===== src/rtl/mem_port_arbiter_pkg.sv =====
// Shared types and constants for the two-requester memory port arbiter.
package mem_port_arbiter_pkg;

  typedef enum logic [1:0] {
    ARB_IDLE = 2'd0,
    ARB_WAIT = 2'd1,
    ARB_RESP = 2'd2
  } arb_state_e;

  typedef enum logic {
    OWN_IF = 1'b0,
    OWN_LS = 1'b1
  } arb_owner_e;

  localparam int unsigned MAX_LS_STREAK_DEF = 4;
  localparam int unsigned TIMEOUT_CYC_DEF   = 255;
  localparam logic [63:0] DATA_ZERO         = 64'h0;
  localparam logic [7:0]  MASK_ALL          = 8'hFF;

  // Bits needed to hold values 0..max_val, never less than one.
  function automatic int unsigned cnt_width(input int unsigned max_val);
    int unsigned w;
    w = $clog2(max_val + 1);
    return (w < 1) ? 1 : w;
  endfunction

endpackage


===== src/rtl/mem_port_arbiter_if.sv =====
// Requester, memory and stall signals of the arbiter; err_o exists only with MEM_TIMEOUT_EN.
interface mem_port_arbiter_if;
  logic        if_req;
  logic [63:0] if_addr_i;
  logic [63:0] if_rdata_o;
  logic        if_valid_o;
  logic        ls_ren;
  logic        ls_wen;
  logic [63:0] ls_addr_i;
  logic [63:0] ls_wdata_i;
  logic [7:0]  ls_wmask_i;
  logic [63:0] ls_rdata_o;
  logic        ls_valid_o;
  logic        mem_req;
  logic        mem_wen;
  logic [63:0] mem_addr_o;
  logic [63:0] mem_wdata_o;
  logic [7:0]  mem_wmask_o;
  logic [63:0] mem_rdata_i;
  logic        mem_rvalid;
  logic        if_stall_o;
  logic        ls_stall_o;
`ifdef MEM_TIMEOUT_EN
  logic        err_o;
`endif

  // Arbiter side.
  modport slave (
    input  if_req, if_addr_i, ls_ren, ls_wen, ls_addr_i, ls_wdata_i, ls_wmask_i,
           mem_rdata_i, mem_rvalid,
    output if_rdata_o, if_valid_o, ls_rdata_o, ls_valid_o, mem_req, mem_wen,
           mem_addr_o, mem_wdata_o, mem_wmask_o, if_stall_o, ls_stall_o
`ifdef MEM_TIMEOUT_EN
    , output err_o
`endif
  );

  // Requester / memory side.
  modport master (
    output if_req, if_addr_i, ls_ren, ls_wen, ls_addr_i, ls_wdata_i, ls_wmask_i,
           mem_rdata_i, mem_rvalid,
    input  if_rdata_o, if_valid_o, ls_rdata_o, ls_valid_o, mem_req, mem_wen,
           mem_addr_o, mem_wdata_o, mem_wmask_o, if_stall_o, ls_stall_o
`ifdef MEM_TIMEOUT_EN
    , input err_o
`endif
  );
endinterface


===== src/rtl/mem_port_arbiter_arb_prio_sel.sv =====
// Combinational grant selection: LS first, unless IF has waited out a full LS streak.
module arb_prio_sel
  import mem_port_arbiter_pkg::*;
#(
  parameter int unsigned MAX_LS_STREAK = MAX_LS_STREAK_DEF,
  parameter int unsigned SW            = cnt_width(MAX_LS_STREAK)
) (
  input  logic          if_req,
  input  logic          ls_pend,
  input  logic [SW-1:0] streak,
  output logic          grant_vld,
  output arb_owner_e    grant_own
);

  logic force_if;

  assign force_if = if_req && (streak == SW'(MAX_LS_STREAK));

  always_comb begin
    grant_vld = 1'b0;
    grant_own = OWN_IF;
    if (ls_pend && !force_if) begin
      grant_vld = 1'b1;
      grant_own = OWN_LS;
    end else if (if_req) begin
      grant_vld = 1'b1;
    end
  end

endmodule


===== src/rtl/mem_port_arbiter.sv =====
// Shares one 64-bit memory port between fetch (IF) and load/store (LS), one transaction at a time.
// Define MEM_TIMEOUT_EN to add a WAIT watchdog with a sticky err_o flag.
module mem_port_arbiter
  import mem_port_arbiter_pkg::*;
#(
  parameter int unsigned MAX_LS_STREAK = MAX_LS_STREAK_DEF
`ifdef MEM_TIMEOUT_EN
  , parameter int unsigned TIMEOUT_CYC = TIMEOUT_CYC_DEF
`endif
) (
  input logic               clk,
  input logic               rst,
  mem_port_arbiter_if.slave bus
);

  localparam int unsigned SW = cnt_width(MAX_LS_STREAK);

  arb_state_e    state;
  arb_owner_e    owner;
  logic [SW-1:0] streak;
  logic          ls_pend;
  logic          grant_vld;
  arb_owner_e    grant_own;

  assign ls_pend       = bus.ls_ren | bus.ls_wen;
  assign bus.if_stall_o = bus.if_req & ~bus.if_valid_o;
  assign bus.ls_stall_o = ls_pend & ~bus.ls_valid_o;

  arb_prio_sel #(
    .MAX_LS_STREAK(MAX_LS_STREAK),
    .SW           (SW)
  ) u_prio_sel (
    .if_req   (bus.if_req),
    .ls_pend  (ls_pend),
    .streak   (streak),
    .grant_vld(grant_vld),
    .grant_own(grant_own)
  );

`ifdef MEM_TIMEOUT_EN
  localparam int unsigned TW = (cnt_width(TIMEOUT_CYC) < 8) ? 8 : cnt_width(TIMEOUT_CYC);
  logic [TW-1:0] tmo_cnt;
  logic          tmo_hit;

  // Counter holds WAIT cycles already spent, so the TIMEOUT_CYC-th WAIT cycle is the last.
  assign tmo_hit = (tmo_cnt == TW'(TIMEOUT_CYC - 1));
`endif

  always_ff @(posedge clk or posedge rst) begin
    if (rst) begin
      state           <= ARB_IDLE;
      owner           <= OWN_IF;
      streak          <= '0;
      bus.mem_req     <= 1'b0;
      bus.mem_wen     <= 1'b0;
      bus.mem_addr_o  <= DATA_ZERO;
      bus.mem_wdata_o <= DATA_ZERO;
      bus.mem_wmask_o <= 8'h0;
      bus.if_valid_o  <= 1'b0;
      bus.ls_valid_o  <= 1'b0;
      bus.if_rdata_o  <= DATA_ZERO;
      bus.ls_rdata_o  <= DATA_ZERO;
`ifdef MEM_TIMEOUT_EN
      tmo_cnt         <= '0;
      bus.err_o       <= 1'b0;
`endif
    end else begin
      case (state)
        ARB_IDLE: begin
          if (grant_vld) begin
            owner       <= grant_own;
            bus.mem_req <= 1'b1;
            state       <= ARB_WAIT;
`ifdef MEM_TIMEOUT_EN
            tmo_cnt     <= '0;
`endif
            if (grant_own == OWN_LS) begin
              bus.mem_addr_o  <= bus.ls_addr_i;
              bus.mem_wdata_o <= bus.ls_wdata_i;
              bus.mem_wmask_o <= bus.ls_wmask_i;
              bus.mem_wen     <= bus.ls_wen;
              // Streak only tracks LS grants that actually held IF off.
              if (!bus.if_req)
                streak <= '0;
              else if (streak != SW'(MAX_LS_STREAK))
                streak <= streak + 1'b1;
            end else begin
              bus.mem_addr_o  <= bus.if_addr_i;
              bus.mem_wdata_o <= DATA_ZERO;
              bus.mem_wmask_o <= MASK_ALL;
              bus.mem_wen     <= 1'b0;
              streak          <= '0;
            end
          end
        end

        ARB_WAIT: begin
          if (bus.mem_rvalid) begin
            bus.mem_req <= 1'b0;
            bus.mem_wen <= 1'b0;
            state       <= ARB_RESP;
            if (owner == OWN_IF) begin
              bus.if_rdata_o <= bus.mem_rdata_i;
              bus.if_valid_o <= 1'b1;
            end else begin
              bus.ls_rdata_o <= bus.mem_rdata_i;
              bus.ls_valid_o <= 1'b1;
            end
          end
`ifdef MEM_TIMEOUT_EN
          else if (tmo_hit) begin
            bus.mem_req <= 1'b0;
            bus.mem_wen <= 1'b0;
            bus.err_o   <= 1'b1;
            state       <= ARB_RESP;
            if (owner == OWN_IF) begin
              bus.if_rdata_o <= DATA_ZERO;
              bus.if_valid_o <= 1'b1;
            end else begin
              bus.ls_rdata_o <= DATA_ZERO;
              bus.ls_valid_o <= 1'b1;
            end
          end else begin
            tmo_cnt <= tmo_cnt + 1'b1;
          end
`endif
        end

        ARB_RESP: begin
          bus.if_valid_o <= 1'b0;
          bus.ls_valid_o <= 1'b0;
          state          <= ARB_IDLE;
        end

        default: state <= ARB_IDLE;
      endcase
    end
  end

endmodule


===== src/flat_wrapper.sv =====
// flat-port wrapper written by rule: the top's interface ports become plain ports
module mem_port_arbiter_flat import mem_port_arbiter_pkg::*;
#(
  parameter int unsigned MAX_LS_STREAK = MAX_LS_STREAK_DEF

)
  (clk, rst, bus_if_req, bus_if_addr_i, bus_ls_ren, bus_ls_wen, bus_ls_addr_i, bus_ls_wdata_i, bus_ls_wmask_i, bus_mem_rdata_i, bus_mem_rvalid, bus_if_rdata_o, bus_if_valid_o, bus_ls_rdata_o, bus_ls_valid_o, bus_mem_req, bus_mem_wen, bus_mem_addr_o, bus_mem_wdata_o, bus_mem_wmask_o, bus_if_stall_o, bus_ls_stall_o);
  mem_port_arbiter_if bus_i ();
  input logic clk;
  input logic rst;
  input wire logic [$bits(bus_i.if_req)-1:0] bus_if_req;
  input wire logic [$bits(bus_i.if_addr_i)-1:0] bus_if_addr_i;
  input wire logic [$bits(bus_i.ls_ren)-1:0] bus_ls_ren;
  input wire logic [$bits(bus_i.ls_wen)-1:0] bus_ls_wen;
  input wire logic [$bits(bus_i.ls_addr_i)-1:0] bus_ls_addr_i;
  input wire logic [$bits(bus_i.ls_wdata_i)-1:0] bus_ls_wdata_i;
  input wire logic [$bits(bus_i.ls_wmask_i)-1:0] bus_ls_wmask_i;
  input wire logic [$bits(bus_i.mem_rdata_i)-1:0] bus_mem_rdata_i;
  input wire logic [$bits(bus_i.mem_rvalid)-1:0] bus_mem_rvalid;
  output wire logic [$bits(bus_i.if_rdata_o)-1:0] bus_if_rdata_o;
  output wire logic [$bits(bus_i.if_valid_o)-1:0] bus_if_valid_o;
  output wire logic [$bits(bus_i.ls_rdata_o)-1:0] bus_ls_rdata_o;
  output wire logic [$bits(bus_i.ls_valid_o)-1:0] bus_ls_valid_o;
  output wire logic [$bits(bus_i.mem_req)-1:0] bus_mem_req;
  output wire logic [$bits(bus_i.mem_wen)-1:0] bus_mem_wen;
  output wire logic [$bits(bus_i.mem_addr_o)-1:0] bus_mem_addr_o;
  output wire logic [$bits(bus_i.mem_wdata_o)-1:0] bus_mem_wdata_o;
  output wire logic [$bits(bus_i.mem_wmask_o)-1:0] bus_mem_wmask_o;
  output wire logic [$bits(bus_i.if_stall_o)-1:0] bus_if_stall_o;
  output wire logic [$bits(bus_i.ls_stall_o)-1:0] bus_ls_stall_o;
  assign bus_i.if_req = bus_if_req;
  assign bus_i.if_addr_i = bus_if_addr_i;
  assign bus_i.ls_ren = bus_ls_ren;
  assign bus_i.ls_wen = bus_ls_wen;
  assign bus_i.ls_addr_i = bus_ls_addr_i;
  assign bus_i.ls_wdata_i = bus_ls_wdata_i;
  assign bus_i.ls_wmask_i = bus_ls_wmask_i;
  assign bus_i.mem_rdata_i = bus_mem_rdata_i;
  assign bus_i.mem_rvalid = bus_mem_rvalid;
  assign bus_if_rdata_o = bus_i.if_rdata_o;
  assign bus_if_valid_o = bus_i.if_valid_o;
  assign bus_ls_rdata_o = bus_i.ls_rdata_o;
  assign bus_ls_valid_o = bus_i.ls_valid_o;
  assign bus_mem_req = bus_i.mem_req;
  assign bus_mem_wen = bus_i.mem_wen;
  assign bus_mem_addr_o = bus_i.mem_addr_o;
  assign bus_mem_wdata_o = bus_i.mem_wdata_o;
  assign bus_mem_wmask_o = bus_i.mem_wmask_o;
  assign bus_if_stall_o = bus_i.if_stall_o;
  assign bus_ls_stall_o = bus_i.ls_stall_o;
  mem_port_arbiter #(.MAX_LS_STREAK(MAX_LS_STREAK)) u_core (.clk(clk), .rst(rst), .bus(bus_i));
endmodule

===== config.mk =====
export PLATFORM = sky130hd
export DESIGN_NAME = mem_port_arbiter_flat
export DESIGN_NICKNAME = d
export VERILOG_FILES = /design/src/rtl/mem_port_arbiter_pkg.sv /design/src/rtl/mem_port_arbiter_if.sv /design/src/rtl/mem_port_arbiter_arb_prio_sel.sv /design/src/rtl/mem_port_arbiter.sv /design/src/flat_wrapper.sv
export SDC_FILE = /design/constraint.sdc
export NUM_CORES = 1
export LEC_CHECK = 0
export CAP_MARGIN = 30
export CORE_AREA = 4 4 206 208
export DETAILED_ROUTE_END_ITERATION = 8
export DIE_AREA = 0 0 210 212
export PLACE_DENSITY_LB_ADDON = 0.2
export SLEW_MARGIN = 40
export SYNTH_ARGS = -nofsm -noshare
export SYNTH_HDL_FRONTEND = slang
export SYNTH_HIERARCHICAL = 1
export SYNTH_SLANG_ARGS = --single-unit
export TNS_END_PERCENT = 20

===== constraint.sdc =====
create_clock -name clk -period 9.03 [get_ports clk]
set_clock_uncertainty 0.2 [all_clocks]
set_input_delay 1.806 -clock clk [delete_from_list [all_inputs] [get_ports clk]]
set_output_delay 1.806 -clock clk [all_outputs]
set_load 0.1 [all_outputs]

==> qor_table.md, run 1 <==
| Metric | Reported | Unit |
|:---|:---|:---|
| Dpl hpwl | 27.3 | mm |
| Number of placed I/O pins | 540 | - |
| Clock-pin slew reported for the worst setup and hold paths after clock tree synthesis | 0.06 | ns |
| Worst reg2reg setup slack | 6.28 | ns |
| Max incr delay on CP | 0.51 | ns |
| Dominant cells by area after synthesis | sky130_fd_sc_hd__dfrtp_1, sky130_fd_sc_hd__mux2_2, sky130_fd_sc_hd__nand2_1, sky130_fd_sc_hd__mux2i_1, sky130_fd_sc_hd__nand3_1 | - |
| Number of enable flip-flop cells after synthesis | 0 | - |
| Global routing met2 resource utilization | 28.0 | % |
| Unrepaired setup endpoints after global routing | false | - |
| Number of antenna-violating nets in the routed design | 0 | - |
| Count of input and output buffers | 539 | - |
| Number of remaining DRC errors | 0 | - |
| Fmax | 195 | MHz |
| Slowest stage cell, crit path | sky130_fd_sc_hd__clkdlybuf4s50_1 | - |
| Post-CTS Setup Inserts | 0 | - |
| Crit Path Max Fanout | 3 | - |
| Die span in x | 210 | um |
| Sinks on Clock Net | 274 | - |
| Multi-input logic area | 3770 | sq um |
| FP Rows | 74 | - |
| Number of levels in the clock H-tree | 2 | - |
| GRT busiest layer | met2 | - |
| Number of design-rule violations left by the first detailed-router iteration | 531 | - |
| Hold Crit Class | reg -> reg | - |
| CP Data Arrival Time | 3.13 | ns |
| Portion of the clock cycle consumed by the worst path in the final layout | 56.8 | % |
| Number of vias after detailed routing | 8606 | - |
| CP top delay family | buffers and inverters | - |
| Cts hold-fix bufs | 0 | - |
| Seq/Total Area, Yosys | 62.3 | % |
| First-pass GRT wire length | 55.5 | mm |
| Maximum number of buffers from clock root to sink | 3 | - |
| Combined area of all synthesized cells | 11000 | sq um |
| Via/cell ratio | 4.31 | - |
| Setup Viol. Count Final | 0 | - |
| Total Die Area | 44500 | sq um |
| Primary flip-flop cell chosen by synthesis mapping | sky130_fd_sc_hd__dfrtp_1 | - |
| Mean instance size in the synthesized netlist | 12.1 | sq um |
| Total length of routed wires | 37.1 | mm |
| Layout cells sized above 1 | 32.0 | % |
| Number of instances in the synthesized netlist | 913 | - |
| Type of destination of the critical path | output pin | - |
| Met1 demand-to-capacity share in global routing | 19.2 | % |
| Crit path buf inv count | 2 | - |
| Sequential Area | 6860 | sq um |
| Root buffer cell | sky130_fd_sc_hd__clkbuf_16 | - |
| Leading area contributor after synthesis | sky130_fd_sc_hd__dfrtp_1 | - |
| Data required, critical path | 7.02 | ns |
| Synth Register Bits | 274 | - |
| Clock period minus final worst setup slack | 5.13 | ns |
| Number of antenna violations at the first check in global routing | 4 | - |
| Final TNS setup | 0 | ns |
| Worst slack after detailed placement | 3.87 | ns |
| Maximum number of pins on one net before global-route repair | 170 | - |
| Number of buffers created by CTS | 35 | - |
| Source-to-sink clock delay at the later pin of the worst-skew pair | 0.52 | ns |
| Total routing usage reported by global routing | 16.0 | % |
| Gates resized, CTS repair | 0 | - |
| Placeable core region | 40600 | sq um |
| Count of synthesis-stage warnings from yosys | 6 | - |
| Met3 Use GR | 4.40 | % |
| Top-area cell type share of the netlist area | 62.3 | % |
| Initial core utilization | 27.2 | % |
| Final layout net count | 1711 | - |
| Unique masters post-synth | 27 | - |
| 1st-pass router iterations | 5 | - |
| Transition time of the tightest slew-check pin | 0.755 | ns |
| Number of max-slew violations in the final report | 0 | - |
| Fill cell count | 4024 | - |
| Run status | completed | - |
| Clock tree from TritonCTS | yes | - |
| Share of flip-flops with an asynchronous set or reset after synthesis | 100 | % |
| Number of global-route vias before repair | 9035 | - |
| Cell-by-cell listing of the critical path | clkdlybuf4s50_1 > or2_2 > nor2b_1 > buf_2 | - |
| Drt wl/cell | 18.6 | um |
| Worst slew margin relative to its limit | 49.6 | % |
| Gp weighted congestion | 0.821 | - |
| Final-report hold violation count | 0 | - |
| Critical path type | in -> out | - |
| Slack of the critical path | 3.90 | ns |
| Mapped Nets | 1185 | - |
| Area added between synthesis and finish | 51.7 | % |
| Die height | 212 | um |
| Overflow left after global routing | 0 | - |
| Max-capacitance violation count | 0 | - |
| Startpoint types | primary input | - |
[metal layers]
metal,up-vias,part of all wire [%]
met5,-,0
met4,0,2.3
met3,46,6.7
met2,268,52
met1,4141,39
li1,4151,-
[area by class of cell]
class	instances	share of cell area, %
Antenna cell	4	0.0599
Clock buffer	53	6.31
Clock inverter	6	0.337
Inverter	14	0.337
Multi-Input combinational cell	564	22.6
Sequential cell	274	41.0
Tap cell	532	3.98
Timing Repair Buffer	550	25.3
[cells in the final DEF, fill, tap and decap left out, drive strengths merged, types with 3 or more instances in the layout]
master	instances
o21ai	64
clkdlybuf4s50	269
dfrtp	274
clkinv	3
buf	281
nand3	67
a31oi	8
inv	16
diode	4
mux2	128
nand2	203
nor2	10
mux2i	66
clkbuf	53
[registers in the layout, summed over array words and instances (netlist names)]
| signal | count |
|---|---|
| u_core/bus.mem_wmask_o | 8 |
| u_core/bus.if_rdata_o | 64 |
| u_core/bus.ls_rdata_o | 64 |
| u_core/bus.mem_addr_o | 64 |
| u_core/owner | 1 |
| u_core/bus.mem_req | 1 |
| u_core/bus.ls_valid_o | 1 |
| u_core/bus.mem_wen | 1 |
| u_core/state | 2 |
| u_core/streak | 3 |
| u_core/bus.mem_wdata_o | 64 |
| u_core/bus.if_valid_o | 1 |
[kinds of logic after synthesis]
kind of cell	Yosys count	share of synthesized area (%)
simple gates	290	10.9
mux	194	19.1
fa+ha+maj	2	0.227
compound gates	78	3.81
flops	274	62.3
buf+inv	75	3.69
[worst paths after layout]
kind / from / endpoint / depth (start not counted)
min in group asynchronous: rst / u_core/bus.mem_wdata_o[18]$_DFFE_PP0P_ / 2
max in group asynchronous: rst / u_core/bus.ls_rdata_o[21]$_DFFE_PP0P_ / 6
worst min register to register: u_core/bus.mem_wdata_o[14]$_DFFE_PP0P_ / u_core/bus.mem_wdata_o[14]$_DFFE_PP0P_ / 2
worst max-delay path: bus_ls_wen / bus_ls_stall_o / 4
worst min-delay path: u_core/bus.mem_wdata_o[14]$_DFFE_PP0P_ / u_core/bus.mem_wdata_o[14]$_DFFE_PP0P_ / 2
worst max register to register: u_core/state[1]$_DFFE_PP0P_ / u_core/bus.if_rdata_o[46]$_DFFE_PP0P_ / 4
[stage by stage]
step	hold slack [ns]	cell area, sq um	utilization, %	cells
floorplan	0.256	11000	-	913
global placement	0.249	16800	41.5	1931
detailed placement	0.251	15500	38.2	1931
CTS	0.264	16600	41.0	1990
global route	0.280	16700	41.2	1997
finish	0.257	16700	41.2	1997
[synth_stat cells (2+ instances only)]
cell type                  count
sky130_fd_sc_hd__nand2_1     203
sky130_fd_sc_hd__nand3_1      67
sky130_fd_sc_hd__a21oi_1       2
sky130_fd_sc_hd__a31oi_1       8
sky130_fd_sc_hd__inv_1        14
sky130_fd_sc_hd__dfrtp_1     274
sky130_fd_sc_hd__nor2_1       10
sky130_fd_sc_hd__buf_2        16
sky130_fd_sc_hd__nor2b_1       2
sky130_fd_sc_hd__mux2_2      128
sky130_fd_sc_hd__buf_4         6
sky130_fd_sc_hd__o21ai_0      64
sky130_fd_sc_hd__ha_1          2
sky130_fd_sc_hd__clkbuf_1     28
sky130_fd_sc_hd__buf_6        11
sky130_fd_sc_hd__nand3b_1      2
sky130_fd_sc_hd__mux2i_1      66
[tightest hold or removal path: stages, from the launching register on]
cell,delay [ns]
sky130_fd_sc_hd__dfrtp_1,0.33
sky130_fd_sc_hd__nand2_1,0.05
sky130_fd_sc_hd__nand2_1,0.05
Power of run 1 is not shown: default switching activity piles up to over one toggle a cycle in this logic, so the estimate is an artifact.
==> run 2, diff against run 1 <==
- CORE_AREA: 4 4 206 208 -> 4 4 207 209
- DIE_AREA: 0 0 210 212 -> 0 0 211 213
- clock period: 9.03 -> 5 ns (I/O delays scaled with it)
==> run 2 against run 1 <==
Against the previous run: first-iteration DRC count decreased by 24%; core utilization shrank 0.22 points; routed wire length is 2.3% higher; critical endpoint unchanged; sequential share of layout area shrank 0.061 points; global-route usage hardly changed.
==> qor_table.md, run 2 (synthesis gave the netlist of run 1 again) <==
| Metric | Reported | Unit |
|:---|:---|:---|
| Run status | completed | - |
| Unrepaired setup endpoints after global routing | false | - |
| Final core area utilization | 41.0 | % |
| Area added between synthesis and finish | 51.9 | % |
| Total routing usage reported by global routing | 16.0 | % |
| Gates resized, CTS repair | 0 | - |
| Overflow left after global routing | 0 | - |
| CP Data Arrival Time | 2.15 | ns |
| Gp weighted congestion | 0.819 | - |
| First-pass GRT wire length | 55.6 | mm |
| Transition time of the tightest slew-check pin | 0.741 | ns |
| Worst slew margin relative to its limit | 50.4 | % |
| Portion of the clock cycle consumed by the worst path in the final layout | 67.1 | % |
| Dpl hpwl | 28.3 | mm |
| Layout cells sized above 1 | 32.0 | % |
| Fill cell count | 3967 | - |
| Launch point of the critical path | bus_ls_wen | - |
| Number of levels in the clock H-tree | 2 | - |
| Drt wl/cell | 19.0 | um |
| Number of antenna-violating nets in the routed design | 0 | - |
| Via/cell ratio | 4.36 | - |
| FP Rows | 74 | - |
| Clock period minus final worst setup slack | 3.35 | ns |
| Number of antenna violations at the first check in global routing | 1 | - |
| Number of design-rule violations left by the first detailed-router iteration | 401 | - |
| Die height | 213 | um |
| Startpoint types | primary input | - |
| Clock tree from TritonCTS | yes | - |
| Max-capacitance violation count | 0 | - |
| Number of placed I/O pins | 540 | - |
| Number of buffers created by CTS | 34 | - |
| Fmax | 298 | MHz |
| Source-to-sink clock delay at the later pin of the worst-skew pair | 0.51 | ns |
| Data required, critical path | 3.80 | ns |
| Number of remaining DRC errors | 0 | - |
| Final TNS setup | 0 | ns |
| Count of input and output buffers | 539 | - |
| Hold Crit Class | reg -> reg | - |
| Sinks on Clock Net | 274 | - |
| Maximum number of buffers from clock root to sink | 3 | - |
| Number of global-route vias before repair | 8921 | - |
| Placeable core region | 40800 | sq um |
| Most common library cell in the layout ignoring fill and taps | sky130_fd_sc_hd__dfrtp_1 | - |
| Initial core utilization | 27.0 | % |
| Setup Viol. Count Final | 0 | - |
| Number of max-slew violations in the final report | 0 | - |
| Final layout net count | 1713 | - |
| Startpoint of the worst hold path | u_core/bus.mem_wdata_o[11]$_DFFE_PP0P_ | - |
| Total length of routed wires | 38.0 | mm |
| Most frequent cells in the layout | sky130_fd_sc_hd__dfrtp_1, sky130_fd_sc_hd__clkdlybuf4s50_1, sky130_fd_sc_hd__buf_2, sky130_fd_sc_hd__nand2_1, sky130_fd_sc_hd__mux2_2 | - |
| Post-CTS Setup Inserts | 0 | - |
| Cts hold-fix bufs | 0 | - |
| Die span in x | 211 | um |
| Crit Path Max Fanout | 3 | - |
| Final-report hold violation count | 0 | - |
| Clock-pin slew reported for the worst setup and hold paths after clock tree synthesis | 0.05 | ns |
| Reg-to-reg critical path startpoint | u_core/state[1]$_DFFE_PP0P_ | - |
| 1st-pass router iterations | 4 | - |
| Number of vias after detailed routing | 8697 | - |
| Total Die Area | 44900 | sq um |
| Root buffer cell | sky130_fd_sc_hd__clkbuf_16 | - |
| Critical path type | in -> out | - |
| Maximum number of pins on one net before global-route repair | 118 | - |
| Type of destination of the critical path | output pin | - |
run 2: changes by cell type in the layout (fill, tap and decap cells not counted), moves of 2 or more:
cell                        change
sky130_fd_sc_hd__clkinv_2       +3
sky130_fd_sc_hd__buf_4          +4
sky130_fd_sc_hd__buf_16         -2
sky130_fd_sc_hd__clkbuf_1       +2
sky130_fd_sc_hd__bufinv_16      +2
sky130_fd_sc_hd__clkbuf_8       -5
sky130_fd_sc_hd__buf_6          -2
sky130_fd_sc_hd__buf_12         +5
sky130_fd_sc_hd__diode_2        -3
sky130_fd_sc_hd__inv_6          -3
sky130_fd_sc_hd__buf_2          -2
run 2: area by class of cell:
cell class,count,area (sq um),area share [%]
antenna,1,2.50,0.0150
clock buffer,51,1020,6.09
clock inverter,7,88.8,0.531
inverter,14,56.3,0.337
multi-input combinational,564,3770,22.5
sequential,274,6860,41.0
tap,532,666,3.98
timing repair buffer,553,4270,25.5
run 2: path summary, 6_finish.rpt:
kind	to	slack (ns)	depth (start not counted)
max	bus_ls_stall_o	1.65	4
min	u_core/bus.mem_wdata_o[11]$_DFFE_PP0P_	0.25	2
max reg2reg	u_core/bus.if_rdata_o[48]$_DFFE_PP0P_	2.59	4
min reg2reg	u_core/bus.mem_wdata_o[11]$_DFFE_PP0P_	0.25	2
max in group asynchronous	u_core/bus.mem_wmask_o[0]$_DFFE_PP0P_	2.97	4
min in group asynchronous	u_core/bus.ls_rdata_o[39]$_DFFE_PP0P_	0.80	3
run 2: through the flow:
stage          std cells  worst slack, ns  instance area, sq um  hold WS, ns
5_1_grt             1996             1.61                 16700        0.272
3_3_place_gp        1936             1.50                 16900        0.248
4_1_cts             1995             1.64                 16700        0.261
2_1_floorplan        913            0.177                 11000        0.256
3_5_place_dp        1937             1.47                 15600        0.251
6_report            1996             1.65                 16700        0.254
run 2: layer usage:
metal / vias up / track usage (%) / routed length [um]
li1: 4146 / - / -
met1: 4216 / 19.7 / 15100
met2: 271 / 27.4 / 19300
met3: 64 / 4.10 / 2500
met4: 0 / 5.72 / 1010
met5: - / 0 / 0
run 2: critical path, stage by stage:
cell and delay (ns):
sky130_fd_sc_hd__clkdlybuf4s50_1 0.42, sky130_fd_sc_hd__or2_2 0.34, sky130_fd_sc_hd__nor2b_1 0.15, sky130_fd_sc_hd__buf_4 0.23
Power of run 2 is left out for the same reason.
==> run 3, diff against run 2 <==
- clock period: 5 -> 3.3 ns (I/O delays scaled with it)
==> run 3 against run 2 <==
Against the previous run: routed wire length up 1.8%; final area is 4.9% higher; sequential share of layout area shrank 1.9 points; critical path depth unchanged; die area is the same; largest cell class unchanged.
==> qor_table.md, run 3 (synthesis gave the netlist of run 1 again) <==
| Metric | Reported | Unit |
|:---|:---|:---|
| CP Data Arrival Time | 1.82 | ns |
| 1st-pass router iterations | 4 | - |
| Number of placed I/O pins | 540 | - |
| CP top delay family | buffers and inverters | - |
| Worst slew margin relative to its limit | 67.2 | % |
| Run status | completed | - |
| Root buffer cell | sky130_fd_sc_hd__clkbuf_16 | - |
| Area added between synthesis and finish | 59.4 | % |
| Die height | 213 | um |
| Overflow left after global routing | 0 | - |
| Number of vias after detailed routing | 8742 | - |
| Final instance area | 17600 | sq um |
| Cts hold-fix bufs | 0 | - |
| Setup Viol. Count Final | 0 | - |
| Slowest stage cell, crit path | sky130_fd_sc_hd__clkdlybuf4s50_1 | - |
| End of the worst register-to-register path | u_core/bus.if_rdata_o[37]$_DFFE_PP0P_ | - |
| Number of design-rule violations left by the first detailed-router iteration | 383 | - |
| Number of levels in the clock H-tree | 1 | - |
| Portion of the clock cycle consumed by the worst path in the final layout | 81.1 | % |
| Gp weighted congestion | 0.810 | - |
| Placed inst area | 16500 | sq um |
| Post-CTS Setup Inserts | 0 | - |
| Crit Path Max Fanout | 5 | - |
| Max incr delay on CP | 0.52 | ns |
| Gates resized, CTS repair | 0 | - |
| Dpl hpwl | 29.1 | mm |
| Worst R2R Path Depth | 4 | - |
| Number of antenna violations at the first check in global routing | 2 | - |
| Hold Crit Endpoint | u_core/bus.mem_wdata_o[57]$_DFFE_PP0P_ | - |
| Layout cells sized above 1 | 32.9 | % |
| Most frequent cells in the layout | sky130_fd_sc_hd__buf_4, sky130_fd_sc_hd__dfrtp_1, sky130_fd_sc_hd__clkdlybuf4s50_1, sky130_fd_sc_hd__nand2_1, sky130_fd_sc_hd__mux2_2 | - |
| Number of remaining DRC errors | 0 | - |
| Sinks on Clock Net | 274 | - |
| Most common library cell in the layout ignoring fill and taps | sky130_fd_sc_hd__buf_4 | - |
| Number of buffers created by CTS | 31 | - |
| Crit path buf inv count | 3 | - |
| Max-capacitance violation count | 0 | - |
| Final-report hold violation count | 0 | - |
| Startpoint types | primary input | - |
| Source-to-sink clock delay at the later pin of the worst-skew pair | 0.57 | ns |
| Worst hold path depth | 2 | - |
| Cell-by-cell listing of the critical path | clkdlybuf4s50_1 > buf_4 > nor2b_1 > buf_12 | - |
| Number of max-slew violations in the final report | 0 | - |
| Total routing usage reported by global routing | 16.2 | % |
| Clock-pin slew reported for the worst setup and hold paths after clock tree synthesis | 0.06 | ns |
| Unrepaired setup endpoints after global routing | false | - |
| Maximum number of pins on one net before global-route repair | 78 | - |
| Data required, critical path | 2.44 | ns |
| Total length of routed wires | 38.7 | mm |
| Type of destination of the critical path | output pin | - |
| Fmax | 373 | MHz |
| Number of antenna-violating nets in the routed design | 0 | - |
| Total Die Area | 44900 | sq um |
| First-pass GRT wire length | 56.7 | mm |
| Initial core utilization | 27.0 | % |
| Final layout net count | 1727 | - |
| Clock tree from TritonCTS | yes | - |
| Worst reg2reg setup slack | 1.29 | ns |
| Clock period minus final worst setup slack | 2.68 | ns |
| Drt wl/cell | 19.2 | um |
| Startpoint of the worst hold path | u_core/bus.mem_wdata_o[57]$_DFFE_PP0P_ | - |
| Maximum number of buffers from clock root to sink | 3 | - |
| Count of input and output buffers | 539 | - |
| Reg-to-reg critical path startpoint | u_core/state[1]$_DFFE_PP0P_ | - |
| FP Rows | 74 | - |
| Placeable core region | 40800 | sq um |
| Hold Crit Class | reg -> reg | - |
| Die span in x | 211 | um |
| Number of global-route vias before repair | 9309 | - |
| Via/cell ratio | 4.35 | - |
| Transition time of the tightest slew-check pin | 0.491 | ns |
| Critical path type | in -> out | - |
## run 3: cell types whose count changed in the layout (fill, tap and decap cells not counted), sizes merged
cell,previous run,this run
clkbuf,51,49
diode,1,2
buf,284,301
inv,13,14
clkinv,5,3
## run 3: final cells by class
class / count / area [sq um]
Multi-Input combinational cell: 564 / 3770
Antenna cell: 2 / 5.00
Clock inverter: 6 / 83.8
Timing Repair Buffer: 570 / 5150
Tap cell: 532 / 666
Clock buffer: 49 / 963
Inverter: 14 / 56.3
Sequential cell: 274 / 6860
Fill cell: 3900 / 23300
## run 3: tightest hold or removal path: cells and delay by family (launching register included)
kind	cells	cell delay, ns
flops	1	0.34
simple gates	2	0.10
## run 3: stage by stage
stage	hold WS, ns	std cells	setup slack (ns)	setup TNS [ns]	util (%)
floorplan	0.256	913	-1.18	-324.25	-
CTS	0.248	2009	0.602	0	43.0
global placement	0.252	1954	0.289	0	40.4
detailed placement	0.257	1954	0.268	0	40.4
global route	0.274	2011	0.563	0	43.0
finish	0.264	2011	0.623	0	43.0
## run 3: worst max path at each step
| stage | slack [ns] | endpoint | start | cells after the start |
|---|---|---|---|---|
| 2_1_floorplan | -1.18 | u_core/bus.if_rdata_o[0]$_DFFE_PP0P_ | rst | 1 |
| 6_report | 0.62 | bus_if_stall_o | bus_if_req | 4 |
| 5_1_grt | 0.56 | bus_if_stall_o | bus_if_req | 4 |
| 4_1_cts | 0.60 | bus_if_stall_o | bus_if_req | 4 |
| 3_5_place_dp | 0.27 | u_core/bus.mem_addr_o[18]$_DFFE_PP0P_ | bus_ls_wen | 6 |
| 3_3_place_gp | 0.29 | u_core/bus.mem_addr_o[19]$_DFFE_PP0P_ | bus_ls_wen | 6 |
## run 3: per-layer routing
layer / GRT usage [%] / vias to the layer above / wire [um]
met5: 0 / - / 0
met4: 4.74 / 0 / 1100
met3: 3.63 / 55 / 2370
met2: 28.2 / 264 / 19800
met1: 20.3 / 4242 / 15400
li1: - / 4181 / -
Power of run 3 is left out for the same reason.
